## config.mk

```make
export PLATFORM = sky130hd
export DESIGN_NAME = apb_cfg_bridge
export DESIGN_NICKNAME = d
export VERILOG_FILES = /design/src/rtl/apb_cfg_bridge.sv
export SDC_FILE = /design/constraint.sdc
export NUM_CORES = 1
export LEC_CHECK = 0
export CELL_PAD_IN_SITES_DETAIL_PLACEMENT = 1
export CELL_PAD_IN_SITES_GLOBAL_PLACEMENT = 2
export CORE_MARGIN = 2
export CORE_UTILIZATION = 31
export DETAILED_ROUTE_END_ITERATION = 7
export PLACE_DENSITY_LB_ADDON = 0.2
export SKIP_CTS_REPAIR_TIMING = 1
export SLEW_MARGIN = 20
export SYNTH_ARGS = -nofsm -noshare
export SYNTH_HDL_FRONTEND = slang
export SYNTH_SLANG_ARGS = --single-unit
```

## constraint.sdc

```tcl
create_clock -name clk_apb -period 5.8 [get_ports clk_apb]
set_input_delay 0.87 -clock clk_apb [delete_from_list [all_inputs] [get_ports clk_apb]]
set_output_delay 0.87 -clock clk_apb [all_outputs]
set_load 0.01 [all_outputs]
```

## src/rtl/apb_cfg_bridge.sv

```systemverilog
// APB3 slave with ITEM_COUNT/STATUS registers and a bounds-checked,
// write-protectable window onto an external item memory with a read watchdog.
module apb_cfg_bridge #(
    parameter int MAX_ITEMS = 1024,
    parameter int ADDR_W    = 15,
    parameter int DATA_W    = 32,
    parameter int MEM_BASE  = 'h0100,
    parameter int TIMEOUT   = 16,
    localparam int IDX_W    = $clog2(MAX_ITEMS),
    localparam int CNT_W    = $clog2(MAX_ITEMS + 1)
) (
    input  logic              clk_apb,
    input  logic              rstn,
    input  logic [ADDR_W-1:0] paddr,
    input  logic              psel,
    input  logic              penable,
    input  logic              pwrite,
    input  logic [DATA_W-1:0] pwdata,
    input  logic              cfg_mode,
    output logic [DATA_W-1:0] prdata,
    output logic              pready,
    output logic              pslverr,
    output logic              cfg_read_en,
    output logic [IDX_W-1:0]  cfg_read_addr,
    input  logic [DATA_W-1:0] cfg_read_data,
    input  logic              cfg_read_valid,
    output logic              cfg_write_en,
    output logic [IDX_W-1:0]  cfg_write_addr,
    output logic [DATA_W-1:0] cfg_write_data,
    output logic [CNT_W-1:0]  item_count
);

    typedef enum logic [1:0] {IDLE, RD_WAIT, RESP} state_t;

    localparam int                CMP_W     = (ADDR_W > CNT_W) ? ADDR_W : CNT_W;
    localparam logic [ADDR_W-1:0] BASE      = ADDR_W'(MEM_BASE);
    localparam logic [DATA_W-1:0] MAX_D     = DATA_W'(MAX_ITEMS);
    localparam logic [CNT_W-1:0]  MAX_C     = CNT_W'(MAX_ITEMS);
    localparam logic [7:0]        TIMEOUT_C = 8'(TIMEOUT);

    state_t            state, state_d;
    logic [7:0]        timer, timer_d;
    logic [7:0]        err_cnt, err_cnt_d;
    logic              last_timeout, last_timeout_d;
    logic [CNT_W-1:0]  count_d;
    logic [DATA_W-1:0] prdata_d, wr_data_d;
    logic              pready_d, pslverr_d, rd_en_d, wr_en_d;
    logic [IDX_W-1:0]  rd_addr_d, wr_addr_d;

    logic [ADDR_W-1:0] word;
    logic [IDX_W-1:0]  idx;
    logic              is_count, is_status, in_window, mem_err, resp_err;

    // Word index into the memory window; only meaningful when in_window.
    assign word      = (paddr - BASE) >> 2;
    assign idx       = word[IDX_W-1:0];
    assign is_count  = (paddr == '0);
    assign is_status = (paddr == ADDR_W'(4));
    assign in_window = (paddr >= BASE);
    assign mem_err   = (paddr[1:0] != 2'b00)
                    || (CMP_W'(word) >= CMP_W'(item_count))
                    || (pwrite && !cfg_mode);

    always_comb begin
        // NOTE: every signal gets a default before the case so no path leaves it unassigned (no latches).
        state_d        = state;
        timer_d        = timer;
        err_cnt_d      = err_cnt;
        last_timeout_d = last_timeout;
        count_d        = item_count;
        prdata_d       = prdata;
        pready_d       = 1'b0;
        pslverr_d      = 1'b0;
        rd_en_d        = 1'b0;
        rd_addr_d      = cfg_read_addr;
        wr_en_d        = 1'b0;
        wr_addr_d      = cfg_write_addr;
        wr_data_d      = cfg_write_data;
        resp_err       = 1'b0;

        case (state)
            IDLE: begin
                if (psel && penable) begin
                    state_d  = RESP;
                    pready_d = 1'b1;
                    if (is_count) begin
                        if (pwrite) count_d = (pwdata > MAX_D) ? MAX_C : pwdata[CNT_W-1:0];
                        else        prdata_d = DATA_W'(item_count);
                    end else if (is_status) begin
                        if (pwrite) begin
                            err_cnt_d      = '0;
                            last_timeout_d = 1'b0;
                        end else begin
                            prdata_d = DATA_W'({last_timeout, err_cnt});
                        end
                    end else if (!in_window || mem_err) begin
                        resp_err = 1'b1;
                    end else if (pwrite) begin
                        wr_en_d   = 1'b1;
                        wr_addr_d = idx;
                        wr_data_d = pwdata;
                    end else begin
                        rd_en_d   = 1'b1;
                        rd_addr_d = idx;
                        timer_d   = '0;
                        state_d   = RD_WAIT;
                        pready_d  = 1'b0;
                    end
                end
            end
            RD_WAIT: begin
                // A dropped psel means the master gave up; leave silently.
                if (!psel) begin
                    state_d = IDLE;
                end else if (cfg_read_valid) begin
                    prdata_d = cfg_read_data;
                    state_d  = RESP;
                    pready_d = 1'b1;
                end else if (timer + 8'd1 == TIMEOUT_C) begin
                    prdata_d       = '0;
                    last_timeout_d = 1'b1;
                    resp_err       = 1'b1;
                    state_d        = RESP;
                    pready_d       = 1'b1;
                end else begin
                    timer_d = timer + 8'd1;
                end
            end
            RESP:    state_d = IDLE;
            default: state_d = IDLE;
        endcase

        if (resp_err) begin
            pslverr_d = 1'b1;
            if (err_cnt != 8'hFF) err_cnt_d = err_cnt + 8'd1;
        end
    end

    // NOTE: all state is reset asynchronously; this block only ever uses non-blocking assignments.
    always_ff @(posedge clk_apb or negedge rstn) begin
        if (!rstn) begin
            state          <= IDLE;
            timer          <= '0;
            err_cnt        <= '0;
            last_timeout   <= 1'b0;
            item_count     <= '0;
            prdata         <= '0;
            pready         <= 1'b0;
            pslverr        <= 1'b0;
            cfg_read_en    <= 1'b0;
            cfg_read_addr  <= '0;
            cfg_write_en   <= 1'b0;
            cfg_write_addr <= '0;
            cfg_write_data <= '0;
        end else begin
            state          <= state_d;
            timer          <= timer_d;
            err_cnt        <= err_cnt_d;
            last_timeout   <= last_timeout_d;
            item_count     <= count_d;
            prdata         <= prdata_d;
            pready         <= pready_d;
            pslverr        <= pslverr_d;
            cfg_read_en    <= rd_en_d;
            cfg_read_addr  <= rd_addr_d;
            cfg_write_en   <= wr_en_d;
            cfg_write_addr <= wr_addr_d;
            cfg_write_data <= wr_data_d;
        end
    end

endmodule

```

Yosys cells after proc, flatten, opt, wreduce, memory -nomap -nowiden
Cells that the tools add are included.

word-level totals
  register bits after elaboration = 118
  bits of input ports = 86
  output and inout bits = 99
  word-level logic and storage cells = 132

cells by class
  add/sub/neg operators = 3
  $lt $le $gt $ge = 3
  eq/ne operators = 20
  muxes and demuxes = 71
  bitwise gates (word level) = 4
  reduce and logical (&&, ||, !) cells = 18

operators with widths
  cell                                                                                   count
  32-bit 2-to-1 mux                                                                      8
  8-bit 2-to-1 mux                                                                       15
  32-bit case mux with 2 select lines                                                    1
  1-bit 2-to-1 mux                                                                       33
  32-bit by 11-bit greater-than comparator with 1-bit output (second input constant)     1
  2-bit != test (second input constant)                                                  11
  8-bit by 1-bit adder with 8-bit output (second input constant)                         2
  2-bit 2-to-1 mux                                                                       8
  8-bit case mux with 2 select lines                                                     1
  15-bit by 3-bit == test with 1-bit output (second input constant)                      1
  15-bit by 9-bit greater-or-equal comparator with 1-bit output (second input constant)  1
  15-bit logical NOT                                                                     1
  15-bit by 9-bit subtractor with 15-bit output (second input constant)                  1
  13-bit by 11-bit greater-or-equal comparator with 1-bit output                         1
  3-bit != test (second input constant)                                                  4
  6-bit AND reduction                                                                    2
  11-bit 2-to-1 mux                                                                      1
  9-bit AND reduction                                                                    1
  8-bit by 5-bit == test with 1-bit output (second input constant)                       1
  8-bit != test (second input constant)                                                  1
  8-bit AND reduction                                                                    1
  7-bit AND reduction                                                                    1
  1-bit case mux with 2 select lines                                                     3
  4-bit != test (second input constant)                                                  1
  other kinds (10)                                                                       18

Longest topological paths before layout
  depth in word-level cells = 11
  gate-level depth with buffers = 12
  mapped depth without buffers = 12

Worst setup path before layout
No wires, ideal clock.

  path kind = in2reg
  start = input paddr[8]
  end = register err_cnt[0]
  setup time = 0.125 ns
  data arrival time = 3.468 ns
  required time = 5.675 ns
  setup slack = 2.207 ns
  stages on the path = 11
  buffers on the path = 0
  path through = inv_1 -> ha_1 -> or3b_1 -> xnor2_1 -> ha_1 -> a21oi_1 -> nand3_1 -> a2111oi_4 -> a31oi_1 -> or2_0 -> mux2_2

between the ends
  word-level cells in the longest chain between the ends = 11
  elaborated cells on any way between the ends = 20
  classes of those cells = add/sub: 1; order compare: 2; eq/ne: 1; mux: 11; reduce/logical: 5

ends and longest elaborated chain
  what                                                            line  RTL
  start, declared                                                 14    input logic [ADDR_W-1:0] paddr,
  15-bit by 9-bit subtractor with 15-bit output                   55    assign word = (paddr - BASE) >> 2;
  13-bit by 11-bit greater-or-equal comparator with 1-bit output  61    || (CMP_W'(word) >= CMP_W'(item_count))
  1-bit logical OR                                                61
  1-bit logical OR                                                62    || (pwrite && !cfg_mode);
  1-bit logical OR                                                96    end else if (!in_window || mem_err) begin
  1-bit 2-to-1 mux                                                96
  1-bit 2-to-1 mux                                                89    end else if (is_status) begin
  1-bit 2-to-1 mux                                                86    if (is_count) begin
  1-bit 2-to-1 mux                                                83    if (psel && penable) begin
  1-bit case mux with 2 select lines                              81    case (state)
  8-bit 2-to-1 mux *                                              133   if (resp_err) begin
  named net err_cnt_d[0]                                          43    logic [7:0] err_cnt, err_cnt_d;
  end signal, assigned                                            158   err_cnt <= err_cnt_d;
  end, declared                                                   43

The timed path passes the listed nets; every way through them passes the cells marked *.
A chain may end at the register's enable or synchronous reset.

Final worst setup path
  start = input paddr[8]
  end = register cfg_write_data[31]

between the ends
  word-level cells in the longest chain between the ends = 7
  elaborated cells on any way between the ends = 13
  classes of those cells = add/sub: 1; order compare: 2; eq/ne: 1; bitwise: 3; reduce/logical: 6

ends and longest elaborated chain
  what                                                            line  RTL
  15-bit by 9-bit subtractor with 15-bit output                   55
  named net idx[6]                                                51    logic [IDX_W-1:0] idx;
  13-bit by 11-bit greater-or-equal comparator with 1-bit output  61
  1-bit logical OR                                                61
  1-bit logical OR                                                62
  1-bit logical OR                                                96
  1-bit inverter (no line)                                        --
  6-bit AND reduction (no line)                                   --
  end signal, assigned                                            168   cfg_write_data <= wr_data_d;
  end, declared                                                   29    output logic [DATA_W-1:0] cfg_write_data,

The timed path passes the listed nets, and every way through them passes these cells.

==> reports/metrics.csv <==
metric;value;unit
outcome;completed;
dieHeight;139.5;um
rows;49;
synth-edff-count;0;
cpMostUsedCell;ha_1;
synthAdderAreaFrac;3.079;%
setup_violations;0;
grt_overflow;0;
antenna_found_initial;0;
synth-simple-area-share;14.03;%
num-fill-cells;1935;
rr_worst_depth;7;
power_density;279.2;nW/um^2
cp-start-kind;primary input;
first_global_vias;5184;
clk_latency;0.42;ns
r2r_slack;2.30;ns
die-area;19450;um^2
n_antenna_cell;0;
holdWs;0.4704;ns
syn-cell-area;5689;um^2
fin_crit;4.369;ns
end_kind;register;
port_buffers;184;
cp.arrival;4.66;ns
clockBufferDepth;2;
die_width;139.5;um
synth_top_family_by_area;multiplexers;
synth_seq_area_share;51.90;%
synth_compound_gate_area_share;9.589;%
dr.pass1.iters;5;
grt_util_all_layers;18.82;%
cp_max_fo;46;
grt_pass1_wl;28570;um
rr_startpoint;item_count[2]$_DFFE_PN0P_;
netlist_instances;514;
via_per_inst;5.017;
fin_crit_sh;75.32;%
via_count;4751;
synth.most_common_cell;dfrtp_1;
cts_tree;yes;
synth_ff_type;dfrtp_1;
drt_iter0_markers;150;
yosys-top-cells-area;dfrtp_1, mux2_2, mux2i_1;
ys_ff_latch;118;
cts-root-buf;clkbuf_16;
wire_per_inst;18.95;um
start_util;31.67;%
setup_tns;0;ns
core-area;17960;um^2
layout.nets;805;
wirelength;17940;um
area_growth;47.99;%
drtAntennaViolNets;0;
clkSinkCount;118;
final-max-slew-violation-count;0;
syn_nets;614;
drc;0;
synthMuxAreaShare;16.65;%
h-tree-depth;4;
yosysUniqueCellTypes;55;
slew_headroom;45.31;%
gp_congestion;0.7870;
grt_max_degree;77;
ios;185;
rsz0062_at_grt;no;
clock.fmax;228.9;MHz
cap_violations;0;
cts_buffers;17;
yosysWarnings;0;
hold_class;in2async;
crit_type;in2reg;
ys_top_cells_by_count;dfrtp_1, nand2_1, mux2_2;
yosysTopAreaCell;dfrtp_1;
finalHoldViolations;0;
slowest_delay;0.70;ns
worst_pin_slew;0.8188;ns
cp_slowest_cell;nand4_4;
cp.required;6.09;ns
path_cells;clkdlybuf4s50_1 -> inv_1 -> ha_1 -> or3b_1 -> xnor2_1 -> ha_1 -> a21oi_1 -> nand3_1 -> a2111oi_4 -> nand4_4 -> mux2_1;
yosys.area_share.xor_xnor;0.7697;%
finClkSkew;0.01111;ns
dpl.hpwl;13400;um
synth_top_area_share;51.90;%
leakage;3.798;nW
async_reset_ff_share;100.0;%
clk_pin_slew;0.06;ns
layout-drive-gt1-share;14.21;%
worstReg2RegEnd;cfg_write_data[31]$_DFFE_PN0P_;
vdd_drop_max;0.0002090;V
syn_avg_cell_area;11.07;um^2
[metrics by stage]
stage | instances | worst slack [ns] | utilization, % | total power [W] | instance area [um^2]
after floorplan | 514 | 2.207 | - | 0.001047 | 5689
after global placement | 915 | 1.065 | 43.37 | 0.001249 | 7791
after detailed placement | 915 | 0.9525 | 43.37 | 0.001259 | 7791
after CTS | 947 | 1.390 | 46.85 | 0.002387 | 8416
after global routing | 947 | 1.106 | 46.87 | 0.002455 | 8419
final | 947 | 1.431 | 46.87 | 0.002351 | 8419
[routing by layer]
layer / wire length (um) / global-route usage (%)
met4: 276 / 6.114
met5: 0 / 0
met3: 1094 / 5.471
met1: 7448 / 22.30
met2: 9122 / 32.82
[registers in the layout (all words and copies together) (netlist names)]
| signal | cells |
|---|---|
| cfg_read_addr | 10 |
| cfg_read_en | 1 |
| cfg_write_addr | 10 |
| cfg_write_data | 32 |
| cfg_write_en | 1 |
| err_cnt | 8 |
| item_count | 11 |
| last_timeout | 1 |
| prdata | 32 |
| pready | 1 |
| pslverr | 1 |
| state | 2 |
| timer | 8 |
[power by group]
| group | internal (W) | switching, W | leakage, nW |
|---|---|---|---|
| Clock | 0.000705 | 0.000405 | 0.306 |
| Sequential | 0.000879 | 0.0000438 | 1.51 |
| Combinational | 0.000181 | 0.000137 | 1.98 |
[layout make-up]
cell class	count	area (um^2)	share of cell area, %
Multi-Input combinational cell	338	2521	29.95
Clock buffer	19	452.9	5.380
Clock inverter	13	171.4	2.036
Timing Repair Buffer	189	1881	22.34
Inverter	41	153.9	1.828
Tap cell	229	286.5	3.403
Sequential cell	118	2953	35.07
[placed cells by master, fill, tap and decap left out, drive strengths merged, types with 6 or more instances in the layout]
master	instances
nand4	6
mux2i	35
nor4	8
inv	44
nand3	19
clkinv	6
mux2	53
buf	6
nand2	59
nor3	6
clkdlybuf4s50	183
a21o	7
a21oi	11
clkbuf	19
a22o	10
nor2	20
o21ai	22
dfrtp	118
nand2b	6
ha	14
[critical path: cells and delay by family]
kind / cells / cell delay [ns]
XOR/XNOR: 1 / 0.16
adder cells (fa/ha/maj): 2 / 0.50
buffers and inverters: 2 / 0.60
multiplexers: 1 / 0.58
AO/OA/AOI/OAI: 2 / 0.67
AND/OR/NAND/NOR: 3 / 1.26
[cells by family after synthesis]
logic type	Yosys count
xor gates and xnor gates	5
adders and majority gates	14
DFF	118
muxes	88
and+or+nand+nor	155
AOI/OAI and AO/OA	76
buffers and inverters	58
[worst max path at each step]
stage,from,to,slack (ns),cells after the start
finish,paddr[8],cfg_write_data[31]$_DFFE_PN0P_,1.43,11
global route,paddr[8],cfg_write_data[31]$_DFFE_PN0P_,1.11,11
CTS,paddr[8],cfg_write_data[31]$_DFFE_PN0P_,1.39,11
detailed placement,paddr[8],cfg_write_data[31]$_DFFE_PN0P_,0.95,11
global placement,paddr[8],cfg_write_data[31]$_DFFE_PN0P_,1.06,11
floorplan,paddr[8],err_cnt[0]$_DFF_PN0_,2.21,11
Power figures use the tool's default switching activity.
